[config.mk]
export PLATFORM = sky130hd
export DESIGN_NAME = sad_engine
export DESIGN_NICKNAME = d
export VERILOG_FILES = /design/src/rtl/sad_engine.sv
export SDC_FILE = /design/constraint.sdc
export NUM_CORES = 2
export LEC_CHECK = 0
export CAP_MARGIN = 20
export CORE_MARGIN = 3
export CORE_UTILIZATION = 60
export DETAILED_ROUTE_END_ITERATION = 7
export PLACE_DENSITY = 0.79
export SYNTH_ARGS = -nofsm -noshare
export SYNTH_HDL_FRONTEND = slang
export SYNTH_SLANG_ARGS = --single-unit
[constraint.sdc]
create_clock -name Clk -period 33 [get_ports Clk]
set_input_delay 6.6 -clock Clk [delete_from_list [all_inputs] [get_ports Clk]]
set_output_delay 6.6 -clock Clk [all_outputs]
set_load 0.005 [all_outputs]
[src/rtl/sad_engine.sv]
// sad_engine: sum-of-absolute-differences search over NCH candidate channels.
// A WIN_WORDS window of packed 8-bit pixels is shifted in while the block is
// idle. Each search run accumulates one SAD per channel, picks the channel
// with the smallest SAD, and folds that result into a running minimum.
module sad_engine #(
    parameter int NCH        = 2,
    parameter int WIN_WORDS  = 16,
    parameter int TAG_STRIDE = 256
) (
    input  logic              Clk,
    input  logic              Reset,
    input  logic              win_shift,
    input  logic [31:0]       win_data,
    input  logic              start,
    input  logic [31:0]       base_tag,
    input  logic              frm_valid,
    input  logic [32*NCH-1:0] frm_data,
    input  logic              clear_min,
    input  logic              sel_min,
    output logic              busy,
    output logic              done,
    output logic [31:0]       min_sad,
    output logic [31:0]       min_tag,
    output logic [31:0]       rd_data
);
    localparam int SAD_W = $clog2(WIN_WORDS*4*255+1);
    localparam int CNT_W = $clog2(WIN_WORDS);
    localparam int IDX_W = (NCH > 1) ? $clog2(NCH) : 1;
    localparam logic [CNT_W-1:0] CNT_LAST = CNT_W'(WIN_WORDS-1);
    localparam logic [31:0]      MIN_INIT = (32'd1 << SAD_W) - 32'd1;

    typedef enum logic [1:0] {S_IDLE, S_ACCUM, S_COMPARE, S_DONE} state_e;

    state_e                            state_q, state_d;
    logic [WIN_WORDS-1:0][31:0]        win_q;
    logic [NCH-1:0][SAD_W-1:0]         acc_q;
    logic [CNT_W-1:0]                  cnt_q;
    logic [31:0]                       tag_q;
    logic [31:0]                       min_sad_q, min_tag_q;

    logic [31:0]                       cur_w;
    logic [NCH-1:0][9:0]               beat_sad;
    logic [IDX_W-1:0]                  best_idx;
    logic [SAD_W-1:0]                  best_acc;
    logic [31:0]                       best_tag;
    logic                              last_beat;

    // SAD of four byte lanes; at most 4*255, fits in 10 bits
    function automatic logic [9:0] sad4(input logic [31:0] a, input logic [31:0] b);
        logic [9:0] s;
        logic [7:0] x, y;
        s = '0;
        for (int k = 0; k < 4; k++) begin
            x = a[8*k +: 8];
            y = b[8*k +: 8];
            s = s + 10'((x > y) ? (x - y) : (y - x));
        end
        return s;
    endfunction

    assign cur_w     = win_q[cnt_q];
    assign last_beat = frm_valid && (cnt_q == CNT_LAST);

    for (genvar c = 0; c < NCH; c++) begin : g_ch
        assign beat_sad[c] = sad4(cur_w, frm_data[32*c +: 32]);
    end

    // Pick the smallest accumulator; strict compare keeps the lowest index on ties
    always_comb begin
        best_idx = '0;
        best_acc = acc_q[0];
        for (int c = 1; c < NCH; c++) begin
            if (acc_q[c] < best_acc) begin
                best_acc = acc_q[c];
                best_idx = c[IDX_W-1:0];
            end
        end
        best_tag = tag_q + 32'(best_idx) * 32'(TAG_STRIDE);
    end

    // State register
    always_ff @(posedge Clk or posedge Reset) begin
        if (Reset) state_q <= S_IDLE;
        else       state_q <= state_d;
    end

    // Next-state and status outputs
    always_comb begin
        state_d = state_q;
        busy    = 1'b1;
        done    = 1'b0;
        case (state_q)
            S_IDLE: begin
                busy = 1'b0;
                if (start) state_d = S_ACCUM;
            end
            S_ACCUM:   if (last_beat) state_d = S_COMPARE;
            S_COMPARE: state_d = S_DONE;
            S_DONE: begin
                done    = 1'b1;
                state_d = S_IDLE;
            end
            default:   state_d = S_IDLE;
        endcase
    end

    // Window shift register, run setup and per-beat accumulation
    always_ff @(posedge Clk or posedge Reset) begin
        if (Reset) begin
            win_q <= '0;
            acc_q <= '0;
            cnt_q <= '0;
            tag_q <= '0;
        end else begin
            if (state_q == S_IDLE) begin
                if (win_shift) win_q <= {win_data, win_q[WIN_WORDS-1:1]};
                if (start) begin
                    tag_q <= base_tag;
                    acc_q <= '0;
                    cnt_q <= '0;
                end
            end else if (state_q == S_ACCUM && frm_valid) begin
                for (int c = 0; c < NCH; c++)
                    acc_q[c] <= acc_q[c] + SAD_W'(beat_sad[c]);
                cnt_q <= cnt_q + 1'b1;
            end
        end
    end

    // Running minimum; clear_min overrides a same-edge update
    always_ff @(posedge Clk or posedge Reset) begin
        if (Reset) begin
            min_sad_q <= MIN_INIT;
            min_tag_q <= '0;
        end else if (clear_min) begin
            min_sad_q <= MIN_INIT;
            min_tag_q <= '0;
        end else if (state_q == S_COMPARE &&
                     {{(32-SAD_W){1'b0}}, best_acc} < min_sad_q) begin
            min_sad_q <= {{(32-SAD_W){1'b0}}, best_acc};
            min_tag_q <= best_tag;
        end
    end

    assign min_sad = min_sad_q;
    assign min_tag = min_tag_q;
    assign rd_data = sel_min ? min_sad_q : min_tag_q;

endmodule

## Yosys cells after proc, flatten, opt, wreduce, memory -nomap -nowiden

Index checks and enable logic that the tools add are counted.

- Bits in registers: 642
- Latch bits: 0
- Bits in writable memories: 0
- ROM bits: 0
- Output and inout port bits: 98
- Memories kept: 0

- $add $sub $neg: 26
- Multiply operators: 0
- Divide/modulo/power cells: 0
- Order comparisons: 11
- Eq/ne operators: 6
- Shift operators: 0
- Muxes and demuxes: 28
- Bitwise logic cells: 0
- Reductions and logical operators: 10

Operators by type and width:

| operator | number |
|---|---|
| two-way mux 32 bit | 6 |
| subtractor 8 x 8 -> 9 bit | 16 |
| binary-select mux 32 bit (select 4 bit) | 1 |
| two-way mux 28 bit | 3 |
| two-way mux 10 bit | 8 |
| greater-than comparator 8 bit | 8 |
| adder 10 bit | 6 |
| adder 32 x 9 -> 32 bit | 1 |
| < comparator 14 x 32 -> 1 bit | 1 |
| adder 14 x 10 -> 14 bit | 2 |
| < comparator 14 bit | 1 |
| two-way mux 14 bit | 1 |
| two-way mux 4 bit | 3 |
| one-hot mux 2 bit (4 select lines) | 1 |
| AND reduction 2 bit | 4 |
| < comparator 4 x 5 -> 1 bit, second input constant | 1 |
| adder 4 x 1 -> 4 bit, second input constant | 1 |
| == test 2 bit, second input constant | 2 |
| == test 4 bit, second input constant | 1 |
| two-way mux 2 bit | 2 |
| != test 2 bit, second input constant | 2 |
| nonzero test 2 bit | 2 |
| logical AND 1 bit | 3 |
| two-way mux 1 bit | 3 |
| other kinds (2) | 2 |

## Depth between registers and ports, before layout

- Word-level depth: 10
- Mapped depth: 34
- Mapped depth without buffers: 31

## Least setup slack after synthesis

Ideal clock, no wire load.

- Path kind: input -> output
- From: input sel_min
- To: output rd_data[10]
- Data arrival time: 7.300 ns
- Path slack: 19.100 ns
- Stages: 2
- Buffers on the path: 1
- Cells stage by stage: buf_1 > mux2_2

- Longest elaborated chain between the ends: 1

Ends and longest elaborated chain:

| what | RTL line | RTL |
|---|---|---|
| start, declared | 19 | `input logic sel_min,` |
| two-way mux 32 bit | 147 | `assign rd_data = sel_min ? min_sad_q : min_tag_q;` |
| end, declared | 24 | `output logic [31:0] rd_data` |

Every way passes these cells.

## Worst setup path after layout

- From: input sel_min
- To: output rd_data[5]

The elaborated chain is that of the path after synthesis.

==> impl_metrics.py <==
metrics = {
    "grt": {
        "met1_usage_pct": 37.1,
        "grt_pass1_vias": 24700,
        "top_usage_layer": "met2",
        "grt_overflow_total": 0,
        "grt_first_pass_wirelength_um": 133000,
        "globalRouteMet3Util_pct": 3.70,
        "grt_use_total_pct": 26.0,
        "grt_max_degree": 211,
        "antenna_found_initial": 2,
        "use_met2_pct": 42.7,
    },
    "synthesis": {
        "synth_top_family_by_area": "multiplexers",
        "synth-simple-area-share_pct": 4.51,
        "ys_async_sr_fraction_pct": 100,
        "syn_area_mm2": 0.0367,
        "ys_warn_count": 0,
        "avgSynthCellArea_um2": 12.6,
        "yosysMostFrequentCell": "dfrtp_1",
        "synthTopCellsByArea": "dfrtp_1 42%, mux2_2 17%, mux4_2 9.8%",
        "yosys-mux-area-fraction_pct": 28.4,
        "yosysSeqAreaShare_pct": 42.5,
        "synth_top_area_share_pct": 41.5,
        "synthDistinctLibCells": 86,
        "synth_edf_count": 0,
        "ys_ff_latch": 624,
        "synth_top_flop_cell": "dfrtp_1",
        "synth_xor_area_share_pct": 2.34,
        "yosysTopAreaCell": "dfrtp_1",
        "synth_cells": 2921,
        "synth_compound_area_share_pct": 7.67,
        "synthAdderAreaFrac_pct": 9.79,
        "synth_common_cells": "610 x dfrtp_1, 569 x mux2_2, 277 x inv_1, 201 x ha_1, 160 x mux4_2",
    },
    "route": {
        "drt-initial-drc-count": 1583,
        "wirelength_um": 82100,
        "first_pass_iters": 6,
        "drt-wirelength-per-cell_um": 20.9,
        "drc": 0,
        "vias": 23800,
        "final_antenna_net_count": 0,
        "vias_per_cell": 6.05,
    },
    "setup_path": {
        "cp_common_cell": "clkdlybuf4s50_1",
        "crit_buf_inv": 3,
        "required_ns": 26.40,
        "r2r_cells": 31,
        "crit_fanout": 24,
        "cp_slowest_cell": "clkdlybuf4s50_1",
        "startpoint_type": "primary input",
        "cp_num_cells": 4,
        "critPathKind": "primary input to output pin",
        "crit_chain": "clkdlybuf4s50_1 > buf_16 > mux2_2 > clkdlybuf4s50_1",
        "crit_family": "buffers and inverters",
        "crit_arrival_ns": 8.39,
        "end_kind": "output pin",
        "slowest_delay_ns": 0.74,
    },
    "pwr": {
        "ir_worst_vdd_mv": 0.0667,
        "p_leak_uw": 0.0195,
        "totalPowerFinal_uw": 3910,
        "powerDensity_mw_per_mm2": 93.3,
    },
    "cells_and_area": {
        "syn2layout_area_growth_pct": 14.0,
        "seq_area_mm2": 0.0156,
        "fill_cells": 4160,
        "fin_nets": 3481,
        "layout-drive-gt1-share_pct": 28.9,
        "multiInputGateArea_mm2": 0.0194,
    },
    "timing": {
        "fin_crit_ns": 14.99,
        "finalSetupTns_ns": 0,
        "worstMarginPinSlew_ns": 1.29,
        "maxSlewHeadroom_pct": 14.2,
        "timing.final.crit_share_pct": 45.4,
        "clock_skew_ns": 0.0352,
        "final-setup-viol-count": 0,
        "rsz0062_at_grt": "false",
        "hold_violations": 0,
        "holdWs_ns": 0.494,
        "fmax_ghz": 0.0667,
        "slew_viol_final": 0,
    },
    "die": {
        "die_w_um": 253,
        "rows": 90,
        "floorplan.die.height_um": 253,
        "die-area_mm2": 0.0643,
        "initial_core_util_pct": 60.8,
        "core_area_mm2": 0.0605,
        "pin_count": 233,
    },
    "clock_tree": {
        "clk-insertion-delay-late_ns": 0.60,
        "clk_pin_slew_ns": 0.06,
        "ctsResizeCount": 0,
        "clock_path_buffers": 3,
        "root_buffer": "clkbuf_16",
        "post-cts-setup-buffers": 0,
        "numCtsBuffers": 69,
        "numClockSinks": 624,
        "cts_tree": "done",
        "htreeDepth": 3,
        "cts-hold-fix-buffers": 0,
    },
    "place": {
        "gp_congestion": 0.910,
        "hpwl_um": 57800,
        "io_buffers": 214,
    },
    "run_status": {
        "status": "finished clean",
    },
    "worst_hold_path": {
        "hp-class": "register to register",
        "hold_depth": 1,
    },
    "run": {
        "cap_violations": 0,
    },
}
## metrics by stage
step	instances	utilization (%)	setup slack (ns)	cell area [um^2]
floorplan	2938	-	8.95	36800
global placement	3799	65.3	17.77	39500
detailed placement	3799	65.3	17.63	39500
CTS	3922	69.2	17.62	41800
global route	3926	69.3	17.97	41900
finish	3927	69.3	18.01	41900
## logic make-up (layout without fill, tap and decap cells)
family | count (synthesis) | in the layout
multiplexers | 770 | 770
flip-flops | 624 | 624
buffers and inverters | 439 | 644
AO/OA/AOI/OAI | 412 | 412
AND/OR/NAND/NOR | 322 | 322
adder cells (fa/ha/maj) | 255 | 255
XOR/XNOR | 98 | 98
other | 1 | 20
## registers in the layout, indices dropped and copies added, names as in the netlist
register and cells:
win_q 512, tag_q 32, min_sad 14, acc_q 28, min_tag 32, state_q 2, cnt_q 4
## cell type report
class	count	share of cell area [%]
Timing Repair Buffer	241	5.78
Clock buffer	93	4.63
Multi-Input combinational cell	1875	46.4
Antenna cell	2	0.0119
Tap cell	782	2.34
Sequential cell	624	37.3
Clock inverter	30	0.983
Inverter	280	2.53
## power breakdown
group	switching, uW	internal (uW)	leakage [uW]
logic	892	941	0.0103
registers	225	1060	0.00808
clock network	317	472	0.00116
total	1430	2470	0.0195
## worst register-to-register path, delay by kind of cell, from the launching register on
| family | cells | cell delay, ns |
|---|---|---|
| AO/OA/AOI/OAI | 8 | 2.05 |
| XOR/XNOR | 3 | 0.64 |
| adder cells (fa/ha/maj) | 5 | 2.21 |
| buffers and inverters | 6 | 1.72 |
| flip-flops | 1 | 0.39 |
| multiplexers | 4 | 1.78 |
| AND/OR/NAND/NOR | 5 | 1.06 |
## final timing paths
check | slack [ns] | startpoint | to
worst max-delay path | 18.01 | sel_min | rd_data[5]
worst max register to register | 23.04 | cnt_q[0] | acc_q[11]
worst min-delay path | 0.49 | tag_q[6] | min_tag[6]
max in group asynchronous | 23.22 | Reset | win_q[473]
worst min register to register | 0.49 | tag_q[6] | min_tag[6]
min in group asynchronous | 6.59 | Reset | win_q[362]
## cells in the final DEF, fill, tap and decap left out, types with 57 or more instances in the layout
cell,synthesis,layout
clkbuf_16,0,70
ha_1,201,201
nor2_1,57,57
mux4_2,160,160
mux2_2,569,569
a21oi_1,103,103
nand2_1,63,61
inv_1,277,276
xnor2_1,68,68
dfrtp_1,610,607
clkdlybuf4s50_1,0,214
## routing by layer
layer	wire length, um	vias up	share of wire (%)
met2	40400	514	49
met4	1620	2	2.0
li1	-	10900	-
met3	3590	117	4.4
met1	36500	12300	44
met5	9	-	0.011
Power figures use the tool's default switching activity.
==> variant 1: new RTL, same flow settings <==
Change the parameter `WIN_WORDS` from 16 to 8.
--- a/src/rtl/sad_engine.sv
+++ b/src/rtl/sad_engine.sv
@@ -4,7 +4,7 @@
 // with the smallest SAD, and folds that result into a running minimum.
 module sad_engine #(
     parameter int NCH        = 2,
-    parameter int WIN_WORDS  = 16,
+    parameter int WIN_WORDS  = 8,
     parameter int TAG_STRIDE = 256
 ) (
     input  logic              Clk,
Check against the original RTL: not equivalent (a bounded check fails within 4 cycles, from zero or initial values and one cycle with Reset high).
==> variant 1 against the unedited design <==
- sequential cell count is 260 lower
- worst setup slack got worse by 0.082 ns
- via count is 24% lower
- synthesized area is 29% lower
- core utilization rose by 0.93 points
- design area down 29%
- global-route usage down 0.72 points
- routed wire length fell by 28%
- largest cell class unchanged
Power is left out: the tool's default activity adds up to more than one toggle a clock period on the data nets, which glitch-free logic cannot reach.
==> variant 1: results (changes against the unedited design) <==
[clocking]
clk_pin_slew_worst_paths_ns=0.05
post_cts_buffers=0  ; unchanged
htree_levels=2  ; -1
numCtsBuffers=40  ; -42%
cts_resized=0  ; unchanged
worstSkewPairLatency_ns=0.57  ; -0.03 ns
clk_path_buf_depth=3  ; unchanged
cts_root_buf=clkbuf_16

[logic_synthesis]
yosysUniqueCellTypes=84  ; -2.3%
synth.top_cells.by_area=dfrtp_1 (34%), mux2_2 (15%), ha_1 (9.7%)
async_reset_ff_frac=1.000  ; unchanged
yosysWarnings=0  ; unchanged
syn_area_per_cell_sq_um=10.94  ; -13%
synth-seq-area-share=0.3493  ; -0.07609
synthTopCellsByCount=dfrtp_1 (351), mux2_2 (342), inv_1 (275)

[route]
drtIter0Drc=1048  ; -34%
routed_wl_um=59000  ; -28%
dr_total_vias=18126  ; -24%
wl_per_cell_um=18.73  ; -10%
first_pass_iters=5  ; -1

[cells_and_area]
fin_nets=2938  ; -16%
drive_gt1_frac=0.2106  ; -0.07793
fillerInstances=3120  ; -25%
top_register=win_q
largest_register_ffs=256  ; -50%
diodes=0  ; -2

[place]
placed_cells=3080  ; -19%
port_buffers=213  ; -0.47%
dpl_cell_area_sq_mm=0.02852  ; -28%
gp_congestion=0.9196  ; +1.1%
dp_hpwl_um=44220  ; -23%
preCtsSetupSlack_ns=17.64  ; +0.009600 ns

[sta]
skew_ns=0.02456  ; -0.01068 ns
tightest_slew_ns=1.030  ; -0.2565 ns

[setup_path]
reg2reg_from=cnt_q[0]
arrival_ns=8.47  ; +0.08 ns
critPathMaxFanout=20  ; -17%
crit_start=sel_min

[global_route]
antenna_found_initial=1  ; -1
grt_use_total=0.2531  ; -0.007177
grt_pass1_vias=18554  ; -25%
grt_pass1_wl_um=95360  ; -29%
grt_max_degree=189  ; -10%

[worst_hold_path]
worstHoldStart=win_q[20]
hp-class=register to register

[outcome]
status=completed

-- variant 1: cell types whose count changed after synthesis, sizes merged, moves of 24 or more --
cell,change
dfrtp,-259
mux2,-231
mux4,-96
mux2i,+59
clkbuf,-33
a22o,-32
nor2,+28
a21o,+25
a211oi,+24
-- variant 1: worst paths after layout --
check                                   end  slack (ns)  cells past startpoint
worst max-delay path            rd_data[12]       17.93                      4
worst min-delay path              win_q[20]        0.50                      1
worst max register to register    acc_q[25]       23.32                     31
worst min register to register    win_q[20]        0.50                      1
max in group asynchronous         win_q[44]       23.61                      5
min in group asynchronous        state_q[1]        6.43                      2
-- variant 1: worst max-delay path: stages --
cell,delay [ns]
clkdlybuf4s50_1,0.84
buf_8,0.24
mux2_2,0.34
clkdlybuf4s50_1,0.45
-- variant 1: cell families (layout without fill, tap and decap cells) --
group	count (synthesis)	after routing	share of synthesized area
buffers and inverters	404	570	0.06437
flip-flops	364	364	0.3493
multiplexers	502	502	0.2396
XOR/XNOR	95	95	0.03185
AND/OR/NAND/NOR	401	401	0.07922
adder cells (fa/ha/maj)	256	256	0.1381
other	1	19	0.0001435
AO/OA/AOI/OAI	366	366	0.09737
-- variant 1: final cells by class --
class | count | area (sq um) | share of cell area
multi-input cells | 1639 | 15400 | 0.5158
well taps | 577 | 721.9 | 0.02419
clock buffers | 61 | 1200 | 0.04020
clock inverters | 7 | 86.33 | 0.002892
inverters | 275 | 1040 | 0.03484
flip-flops and latches | 364 | 9131 | 0.3059
repair buffers | 227 | 2272 | 0.07613
-- variant 1: layer usage --
| metal | global-route usage | wire length, um |
|---|---|---|
| met5 | 0 | 13 |
| met4 | 0.08516 | 1950 |
| met3 | 0.03288 | 2207 |
| met2 | 0.4468 | 29680 |
| met1 | 0.3228 | 25150 |
==> variant 2: new RTL, config.mk and constraints unchanged <==
Made on the original files. The 4 states of `state_e` get a one-hot encoding in 4 bits.
--- a/src/rtl/sad_engine.sv
+++ b/src/rtl/sad_engine.sv
@@ -29,7 +29,7 @@
     localparam logic [CNT_W-1:0] CNT_LAST = CNT_W'(WIN_WORDS-1);
     localparam logic [31:0]      MIN_INIT = (32'd1 << SAD_W) - 32'd1;
 
-    typedef enum logic [1:0] {S_IDLE, S_ACCUM, S_COMPARE, S_DONE} state_e;
+    typedef enum logic [3:0] {S_IDLE = 4'b0001, S_ACCUM = 4'b0010, S_COMPARE = 4'b0100, S_DONE = 4'b1000} state_e;
 
     state_e                            state_q, state_d;
     logic [WIN_WORDS-1:0][31:0]        win_q;
Function: same outputs for any inputs over 4 cycles, from zero or initial values and one cycle with Reset high; so few cycles prove little.
==> variant 2 against the unedited design <==
- global-route usage shrank 0.51 points
- design area shrank 1.2%
- routed wire length down 2.0%
- final cell count is 0.61% lower
- synthesized area shrank 0.97%
- worst setup slack worse by 0.10 ns
- sequential cell count is 2 higher
Power is left out: the tool's default activity adds up to more than one toggle a clock period on the data nets, which glitch-free logic cannot reach.
==> variant 2: results (changes against the unedited design) <==
[worst_hold_path]
worstHoldStart=tag_q[1]
min_to=tag_q[1]

[cells_and_area]
diodes=0  ; -2
fin_nets=3471  ; -0.29%
drive_gt1_frac=0.2856  ; -0.002955
stdcell_count=3903  ; -0.61%

[route]
drtIter0Drc=1526  ; -3.6%
routed_via_density=5.905  ; -2.4%
met2_wirelength_um=39990  ; -0.95%
first_pass_iters=5  ; -1
wl_per_cell_um=20.62  ; -1.4%
wl_met3_um=3630  ; +1.1%
m1WireLength_um=34550  ; -5.4%
top_layer=met4

[place]
preCtsSetupSlack_ns=17.64  ; +0.009800 ns
gp_congestion=0.9170  ; +0.79%
dp_hpwl_um=56500  ; -2.2%
placed_cells=3784  ; -0.39%
dpl_cell_area_sq_mm=0.03909  ; -0.96%

[global_route]
grt_pass1_wl_um=129300  ; -3.1%
met2_usage=0.4269  ; about the same
antenna_found_initial=0  ; -2
grt_max_degree=210  ; -0.47%
met1_usage=0.3431  ; -0.02828
grt_use_met3=0.04507  ; +0.008023
grt_pass1_vias=24242  ; -1.8%

[logic_synthesis]
yosysUniqueCellTypes=79  ; -8.1%
yosysWarnings=0  ; unchanged
synth-seq-area-share=0.4309  ; +0.005563
synthTopCellsByCount=dfrtp_1 (611), mux2_2 (554), inv_1 (261)
synth.top_cells.by_area=dfrtp_1 (42%), mux2_2 (17%), mux4_2 (9.9%)
syn_inst=2916  ; -0.17%

[sta]
timing.hold.ws_ns=0.4818  ; -0.01255 ns
fin_crit_ns=15.09  ; +0.1004 ns
skew_ns=0.03842  ; +0.003177 ns
slew_headroom=0.2333  ; +0.09104

[setup_path]
r2r-end=acc_q[26]
regToRegSetupSlack_ns=22.91  ; -0.13 ns
cpPeakStageDelay_ns=0.83  ; +0.09 ns
arrival_ns=8.49  ; +0.10 ns
ff2ff_path_depth=30  ; -3.2%
critPathMaxFanout=17  ; -29%
crit_path_end=rd_data[12]

[clocking]
clk_path_buf_depth=3  ; unchanged
numCtsBuffers=67  ; -2.9%
cts_root_buf=clkbuf_16
worstSkewPairLatency_ns=0.60  ; about the same

[outcome]
status=completed

==> variant 2: logic make-up after synthesis <==
logic type      Yosys count  share of synthesized area
xor+xnor                108                    0.02599
compound gates          340                    0.06206
mux                     765                     0.2846
flops                   626                     0.4309
buf+inv                 420                    0.04655
simple gates            405                    0.05233
other cells               1                  0.0001030
fa+ha+maj               251                    0.09743
==> variant 2: layout make-up <==
| type | instances | area, sq um |
|---|---|---|
| timing repair buffer | 242 | 2427 |
| fill | 4103 | 18050 |
| clock inverter | 19 | 246.5 |
| clock buffer | 95 | 1973 |
| inverter | 261 | 987.2 |
| multi-input combinational | 1887 | 19120 |
| tap | 773 | 967.2 |
| sequential | 626 | 15690 |
==> variant 2: worst min-delay path, delay by kind of cell (launching register included) <==
family	cells	cell delay, ns
DFF	1	0.34
and+or+nand+nor	2	0.11
